**src/rtl/mlp_load_sequencer_pkg.sv**
```systemverilog
// -----------------------------------------------------------------------------
// mlp_pkg
//   Shared definitions for the MLP load sequencer: the sequencer FSM state
//   encoding, the geometry of the load phases and the load_type encoding seen
//   by the accelerator's load interface.
//   Ports: none (package).
// -----------------------------------------------------------------------------
package mlp_pkg;

    typedef enum logic [2:0] {
        ST_IDLE     = 3'd0,
        ST_LOAD_IN  = 3'd1,
        ST_LOAD_W   = 3'd2,
        ST_GAP      = 3'd3,
        ST_WAIT_RES = 3'd4
    } seq_state_t;

    // Input phase: ROWS rows of WORDS_PER_ROW words.
    // Weight phase: WEIGHT_GROUPS groups of ROWS words, once per layer.
    localparam int ROWS          = 16;
    localparam int WORDS_PER_ROW = 8;
    localparam int WEIGHT_GROUPS = 8;

    localparam logic LOAD_TYPE_INPUT  = 1'b1;
    localparam logic LOAD_TYPE_WEIGHT = 1'b0;

    // The host stream is only open in the two load states.
    function automatic logic is_load_state(input seq_state_t s);
        return (s == ST_LOAD_IN) || (s == ST_LOAD_W);
    endfunction

endpackage

```
**src/rtl/mlp_load_sequencer_counter.sv**
```systemverilog
// -----------------------------------------------------------------------------
// counter
//   Generic up-counter with synchronous clear and count enable. Clear has
//   priority over enable. The count wraps naturally at 2**WIDTH.
//   Ports:
//     clk    in   clock
//     rst    in   synchronous active-high reset
//     clr    in   synchronous clear to zero
//     en     in   increment by one this cycle
//     count  out  WIDTH-bit current count
// -----------------------------------------------------------------------------
module counter #(
    parameter int WIDTH = 8
) (
    input  logic             clk,
    input  logic             rst,
    input  logic             clr,
    input  logic             en,
    output logic [WIDTH-1:0] count
);

    always_ff @(posedge clk) begin
        if (rst) begin
            count <= '0;
        end else if (clr) begin
            count <= '0;
        end else if (en) begin
            count <= count + WIDTH'(1);
        end
    end

endmodule

```
**src/rtl/mlp_load_sequencer.sv**
```systemverilog
// -----------------------------------------------------------------------------
// mlp_load_sequencer
//   Upstream control stage for MLP_acc_top. Accepts a valid/ready stream of
//   32-bit host words and replays them onto the accelerator load interface
//   with the control fields sequenced as: the layer-0 input matrix (16 rows x
//   8 words), then NUM_LAYERS layers of weights (8 groups x 16 rows), with
//   LAYER_GAP idle cycles after every layer. It then counts RESULT_WORDS
//   result beats and pulses done_o.
//
//   Ports:
//     clk                  in   clock
//     rst                  in   synchronous active-high reset
//     start_i              in   job start, sampled only in IDLE
//     busy_o               out  job in progress
//     done_o               out  one-cycle completion pulse
//     s_valid_i            in   host word valid
//     s_ready_o            out  sequencer accepts a word (state-only)
//     s_data_i             in   32-bit host word
//     load_en_o            out  one cycle per transferred word
//     load_payload_o       out  registered copy of the accepted word
//     load_type_o          out  1 = input, 0 = weight
//     input_load_number_o  out  row index 0..15
//     layer_number_o       out  layer 0..7
//     weight_number_o      out  weight group 0..7
//     result_valid_i       in   accelerator result beat
// -----------------------------------------------------------------------------
module mlp_load_sequencer
    import mlp_pkg::*;
#(
    parameter int NUM_LAYERS   = 8,
    parameter int LAYER_GAP    = 4,
    parameter int RESULT_WORDS = 128
) (
    input  logic        clk,
    input  logic        rst,
    input  logic        start_i,
    output logic        busy_o,
    output logic        done_o,
    input  logic        s_valid_i,
    output logic        s_ready_o,
    input  logic [31:0] s_data_i,
    output logic        load_en_o,
    output logic [31:0] load_payload_o,
    output logic        load_type_o,
    output logic [3:0]  input_load_number_o,
    output logic [2:0]  layer_number_o,
    output logic [2:0]  weight_number_o,
    input  logic        result_valid_i
);

    localparam int GAP_W = $clog2(LAYER_GAP + 1);

    localparam logic [2:0]       LAST_WORD  = 3'(WORDS_PER_ROW - 1);
    localparam logic [3:0]       LAST_ROW   = 4'(ROWS - 1);
    localparam logic [2:0]       LAST_GROUP = 3'(WEIGHT_GROUPS - 1);
    localparam logic [2:0]       LAST_LAYER = 3'(NUM_LAYERS - 1);
    localparam logic [GAP_W-1:0] GAP_LAST   = GAP_W'(LAYER_GAP - 1);
    localparam logic [7:0]       RES_LAST   = 8'(RESULT_WORDS - 1);

    // -------------------------------------------------------------------------
    // Declarations
    // -------------------------------------------------------------------------
    seq_state_t       state;
    seq_state_t       state_next;

    logic [2:0]       word_cnt;
    logic [3:0]       row;
    logic [2:0]       wnum;
    logic [2:0]       layer;

    logic [GAP_W-1:0] gap_cnt;
    logic [7:0]       res_cnt;

    logic             accept;
    logic             last_in_word;
    logic             last_w_word;
    logic             gap_done;
    logic             res_done;
    logic             gap_en;
    logic             gap_clr;
    logic             res_en;
    logic             res_clr;

    // -------------------------------------------------------------------------
    // Phase-boundary decodes
    // -------------------------------------------------------------------------
    assign accept       = s_valid_i && s_ready_o;
    assign last_in_word = (word_cnt == LAST_WORD) && (row == LAST_ROW);
    assign last_w_word  = (row == LAST_ROW) && (wnum == LAST_GROUP);
    // The gap counter starts at 0 on entry, so the last GAP cycle sees
    // LAYER_GAP-1 and exactly LAYER_GAP cycles are spent in GAP.
    assign gap_done     = (state == ST_GAP) && (gap_cnt == GAP_LAST);
    // The final result beat is the one that arrives while RESULT_WORDS-1
    // beats have already been counted.
    assign res_done     = (state == ST_WAIT_RES) && result_valid_i && (res_cnt == RES_LAST);

    // -------------------------------------------------------------------------
    // FSM: state register
    // -------------------------------------------------------------------------
    // NOTE: sequential state is written with non-blocking assignments only, so
    // every always_ff reads the pre-edge value of every register regardless
    // of process ordering.
    always_ff @(posedge clk) begin
        if (rst) begin
            state <= ST_IDLE;
        end else begin
            state <= state_next;
        end
    end

    // -------------------------------------------------------------------------
    // FSM: next-state logic
    // -------------------------------------------------------------------------
    // NOTE: state_next gets a default before the case so that no path leaves
    // it unassigned; without it this block would infer a latch.
    always_comb begin
        state_next = state;
        case (state)
            ST_IDLE: begin
                if (start_i) state_next = ST_LOAD_IN;
            end
            ST_LOAD_IN: begin
                if (accept && last_in_word) state_next = ST_LOAD_W;
            end
            ST_LOAD_W: begin
                if (accept && last_w_word) state_next = ST_GAP;
            end
            ST_GAP: begin
                if (gap_done) begin
                    state_next = (layer == LAST_LAYER) ? ST_WAIT_RES : ST_LOAD_W;
                end
            end
            ST_WAIT_RES: begin
                if (res_done) state_next = ST_IDLE;
            end
            default: state_next = ST_IDLE;
        endcase
    end

    // -------------------------------------------------------------------------
    // FSM: state-decoded outputs and counter controls
    // -------------------------------------------------------------------------
    always_comb begin
        // s_ready_o depends on state only, never on s_valid_i.
        s_ready_o = is_load_state(state);
        busy_o    = (state != ST_IDLE);
        gap_en    = (state == ST_GAP);
        res_en    = (state == ST_WAIT_RES) && result_valid_i;
        // Each counter is cleared on the edge that enters its state.
        gap_clr   = (state != ST_GAP)      && (state_next == ST_GAP);
        res_clr   = (state != ST_WAIT_RES) && (state_next == ST_WAIT_RES);
    end

    // -------------------------------------------------------------------------
    // Load position counters
    // -------------------------------------------------------------------------
    // All counters wrap naturally: after the last input word row/word_cnt are
    // back at 0, and after each layer's last weight word row/wnum are back at
    // 0, which is exactly the starting point of the following phase.
    always_ff @(posedge clk) begin
        if (rst) begin
            word_cnt <= '0;
            row      <= '0;
            wnum     <= '0;
            layer    <= '0;
        end else begin
            case (state)
                ST_IDLE: begin
                    if (start_i) begin
                        word_cnt <= '0;
                        row      <= '0;
                        wnum     <= '0;
                        layer    <= '0;
                    end
                end
                ST_LOAD_IN: begin
                    if (accept) begin
                        word_cnt <= word_cnt + 3'd1;
                        if (word_cnt == LAST_WORD) row <= row + 4'd1;
                    end
                end
                ST_LOAD_W: begin
                    if (accept) begin
                        row <= row + 4'd1;
                        if (row == LAST_ROW) wnum <= wnum + 3'd1;
                    end
                end
                ST_GAP: begin
                    if (gap_done && (layer != LAST_LAYER)) layer <= layer + 3'd1;
                end
                default: ;
            endcase
        end
    end

    // -------------------------------------------------------------------------
    // Gap and result counters
    // -------------------------------------------------------------------------
    counter #(
        .WIDTH (GAP_W)
    ) u_gap_counter (
        .clk   (clk),
        .rst   (rst),
        .clr   (gap_clr),
        .en    (gap_en),
        .count (gap_cnt)
    );

    counter #(
        .WIDTH (8)
    ) u_result_counter (
        .clk   (clk),
        .rst   (rst),
        .clr   (res_clr),
        .en    (res_en),
        .count (res_cnt)
    );

    // -------------------------------------------------------------------------
    // Registered load interface
    // -------------------------------------------------------------------------
    // The control fields capture the counters of the accepted word (the
    // pre-increment values). Payload and fields only load on a transfer and
    // otherwise hold their last value.
    // NOTE: payload and control fields are reset as well as load_en_o, since
    // every output must read 0 out of reset; a register that only ever feeds
    // logic qualified by load_en_o could otherwise skip the reset.
    always_ff @(posedge clk) begin
        if (rst) begin
            load_en_o           <= 1'b0;
            load_payload_o      <= '0;
            load_type_o         <= 1'b0;
            input_load_number_o <= '0;
            layer_number_o      <= '0;
            weight_number_o     <= '0;
        end else begin
            load_en_o <= accept;
            if (accept) begin
                load_payload_o      <= s_data_i;
                load_type_o         <= (state == ST_LOAD_IN) ? LOAD_TYPE_INPUT : LOAD_TYPE_WEIGHT;
                input_load_number_o <= row;
                // Input words always belong to layer 0.
                layer_number_o      <= (state == ST_LOAD_IN) ? 3'd0 : layer;
                weight_number_o     <= wnum;
            end
        end
    end

    // -------------------------------------------------------------------------
    // Completion pulse
    // -------------------------------------------------------------------------
    // Registered so it appears the cycle after the final result beat, which is
    // also the first IDLE cycle, so busy_o falls in the same cycle.
    always_ff @(posedge clk) begin
        if (rst) begin
            done_o <= 1'b0;
        end else begin
            done_o <= res_done;
        end
    end

endmodule

```
**config.mk**
```make
export PLATFORM = sky130hd
export DESIGN_NAME = mlp_load_sequencer
export DESIGN_NICKNAME = d
export VERILOG_FILES = /design/src/rtl/mlp_load_sequencer_pkg.sv /design/src/rtl/mlp_load_sequencer_counter.sv /design/src/rtl/mlp_load_sequencer.sv
export SDC_FILE = /design/constraint.sdc
export NUM_CORES = 1
export LEC_CHECK = 0
export ABC_AREA = 1
export BUFFER_PORTS_ARGS = -buffer_cell sky130_fd_sc_hd__buf_2
export CAP_MARGIN = 20
export CORE_UTILIZATION = 55
export DETAILED_ROUTE_END_ITERATION = 7
export PLACE_DENSITY = 0.84
export SLEW_MARGIN = 15
export SYNTH_ARGS = -nofsm -noshare
export SYNTH_HDL_FRONTEND = slang
export SYNTH_HIERARCHICAL = 1
export SYNTH_SLANG_ARGS = --single-unit
```
**constraint.sdc**
```tcl
create_clock -name clk -period 3.17 [get_ports clk]
set_clock_uncertainty 0.2 [all_clocks]
set_input_delay 0 -clock clk [delete_from_list [all_inputs] [get_ports clk]]
set_output_delay 0 -clock clk [all_outputs]
set_load 0.03 [all_outputs]
```
==> impl_metrics.toml <==
[status]
outcome = "finished clean"

[grt]
grt_pass1_vias = 2747
grt_pass1_wl_mm = 11.7
grt.overflow.total = 0
antenna_found_initial = 0
grt_use_total_pct = 27.0
grt_max_degree = 44

[power]
leakagePower_nw = 1.91
vdd_drop_max_uv = 395
internal-power_w = 0.00151
p_seq_share_pct = 47.1
clockPowerShare_pct = 36.7
p_sw_share_pct = 28.1
p_sw_w = 0.000587
pwr_density_cell_nw_per_um2 = 522
combPwrFrac_pct = 16.2

[critical_path]
max_stage_delay_ps = 410
crit_start = "state[2]"
path_max_fanout = 43
cp_top_family = "simple AND/OR/NAND/NOR gates"
critical_path_required_ps = 3240
crit_path_top_delay_cell = "inv_4"
r2r_end = "layer_number_o[1]"
cp_num_buf_inv = 2
start_kind = "flop"
cp_cell_sequence = "inv_1, nand3_2, nand2_2, nand2_4, inv_4, nand2_1, o21ai_1"
crit_type = "flop to flop"
r2r_start = "state[2]"
reg2regPathDepth = 7
critPathCaptureType = "flop"
worstPathArrival_ps = 2150
r2r_slack_ps = 1080

[run]
maxCapViolCount = 0

[placement]
post-place-cells = 542
gp_congestion = 0.833
dpl.hpwl_mm = 4.56
place_ws_ps = 1090
io_buffer_count = 83

[synthesis]
yosysWarningCount = 6
syn_inst = 402
synth_fp_nets = 448
synth_xor_area_share_pct = 0.292
seq_area_frac_synth_pct = 48.1
synth_area_per_cell_sq_um = 7.46
synth_adder_area_share_pct = 3.75
synth-simple-area-share_pct = 28.5
synth_top_family_by_area = "simple AND/OR/NAND/NOR gates"
synth_compound_area_share_pct = 13.0
ys_types = 27
synth.area.mux_share_pct = 0
synth.cell_area_sq_um = 3000
synth-seq-cells = 72

[layout]
instances_no_fill = 594
syn2layout_area_growth_pct = 33.7
nets = 565
regArea_sq_um = 1440
antenna_cells = 0
fillCellCount = 337
multiInputGateArea_sq_um = 1370
layout-drive-gt1-share_pct = 22.9

[min_path]
hold_depth = 4
min_delay_worst_endpoint = "load_payload_o[7]"
hold_start = "s_data_i[7]"
hold_path.class = "input port to flop"

[clocking]
cts_buffers = 9
cts_htree_levels = 3
cts_tree = "built"
clkSinkCount = 72
cts.path.max_buffers = 2
clock_latency_ps = 340
root_buffer = "clkbuf_8"
clk_pin_slew_ps = 80

[route]
post_drt_wl_per_cell_um = 12.9
initialDrtViolationCount = 184
drc = 0
vias = 3048
routed_wirelength_mm = 7.67
ant_nets = 0
dr.pass1.iters = 5
vias_per_cell = 5.13

[timing]
setup_tns_ps = 0
setup_slack_ps = 1080
hold_viol_final = 0
maxSlewHeadroom_pct = 54.8
whs_ps = 252
drv_slew = 0
fin_crit_sh_pct = 65.9
finalCriticalPeriod_ps = 2090
setup_viol = 0
rsz0062_at_grt = "no"
worstMarginPinSlew_ps = 672
fmax_mhz = 479

[floorplanning]
placement_rows = 26
die_height_um = 75.8
die_w_um = 75.8
start_util_pct = 58.0
core_sq_um = 5170
dieArea_sq_um = 5750
num_io_pins = 84
[cells in the mapped netlist]
master    count  area share, %
a21oi_1      21            3.5
a21oi_2       1           0.29
a22oi_1       2           0.50
buf_2         4           0.67
buf_4         3           0.75
buf_6         1           0.38
clkbuf_1      6           0.75
dfxtp_1      72             48
ha_1          9            3.8
inv_1        24            3.0
inv_2         5           0.63
inv_4         1           0.21
nand2_1      58            7.3
nand2_2       4           0.83
nand2_4       1           0.38
nand3_1      18            3.0
nand3_2       1           0.33
nand3b_1      4            1.0
nand4_1       4           0.83
nor2_1      101             13
nor2_2        4           0.83
nor2_4        2           0.75
nor3_1        2           0.33
nor3_2        1           0.33
o21ai_0      43            7.2
o21ai_1       9            1.5
xor2_1        1           0.29
[sequential cells by signal (all words and copies together) (netlist names), 4 cells and up]
name and cells:
input_load_number_o 4, load_payload_o 32, row 4, u_result_counter/count 8
[power by group through the flow]
stage | sequential (W) | clock (W) | combinational [W]
5_1_grt | 0.000991 | 0.000824 | 0.000372
3_3_place_gp | 0.00100 | 0 | 0.000288
6_report | 0.000985 | 0.000769 | 0.000339
4_1_cts | 0.000983 | 0.000768 | 0.000330
3_5_place_dp | 0.00100 | 0 | 0.000294
2_1_floorplan | 0.00107 | 0 | 0.000141
[layout make-up]
| cell class | instances | share of cell area [%] |
|---|---|---|
| repair buffers | 120 | 19.5 |
| well taps | 70 | 2.18 |
| flip-flops and latches | 72 | 35.9 |
| multi-input cells | 286 | 34.1 |
| clock inverters | 4 | 1.28 |
| inverters | 30 | 2.87 |
| clock buffers | 12 | 4.12 |
[worst reg2reg max path: cells and delay by family, from the launching register on]
kind	cells	cell delay, ps
AO/OA/AOI/OAI	1	170
AND/OR/NAND/NOR	4	720
flip-flops	1	350
buffers and inverters	2	560
[routing by layer]
metal,vias up,GRT usage [%],routed length (um)
met3,23,5.16,444
met2,119,47.8,3820
li1,1533,-,-
met1,1373,30.3,3150
met5,-,0,0
met4,0,15.4,255
[worst max path at each step]
stage	to	slack (ps)	depth (start not counted)
after floorplan	u_result_counter/count[4]	1440	7
after detailed placement	layer_number_o[1]	1090	7
after CTS	layer_number_o[1]	1080	7
after global routing	layer_number_o[1]	910	7
final	layer_number_o[1]	1080	7
after global placement	layer_number_o[1]	1190	7
[logic make-up after synthesis]
group / Yosys count
flops: 72
fa+ha+maj: 9
buf+inv: 44
compound gates: 76
xor+xnor: 1
simple gates: 200
[metrics by stage]
step           utilization [%]  power [W]  cell area (sq um)
2_1_floorplan                -    0.00121               3000
3_3_place_gp              66.4    0.00129               3430
3_5_place_dp              66.4    0.00130               3430
4_1_cts                   77.5    0.00208               4010
5_1_grt                   77.5    0.00219               4010
6_report                  77.5    0.00209               4010
[timing repair]
action | CTS | global route
buffers inserted | 0 | 0
hold buffers | 36 | 0
setup endpoints to repair | 0 | 0
endpoints found under the hold margin | 47 | 0
gates resized for setup | 0 | 0
[cell usage in the layout (no fill, tap or decap), types with 2 or more instances in the layout]
cell type      netlist  routed
buf_2                4      83
nor2_4               2       2
nand3b_1             4       4
nand3_1             18      18
o21ai_1              9       9
nor3_1               2       2
inv_1               24      24
ha_1                 9       9
a22oi_1              2       2
nor2_1             101     101
dlygate4sd3_1        0      36
nand2_1             58      58
nand4_1              4       4
nor2_2               4       4
inv_2                5       5
o21ai_0             43      43
clkbuf_8             0      12
dfxtp_1             72      72
a21oi_1             21      21
nand2_2              4       4
No activity file was read; power rests on OpenSTA's default activity.
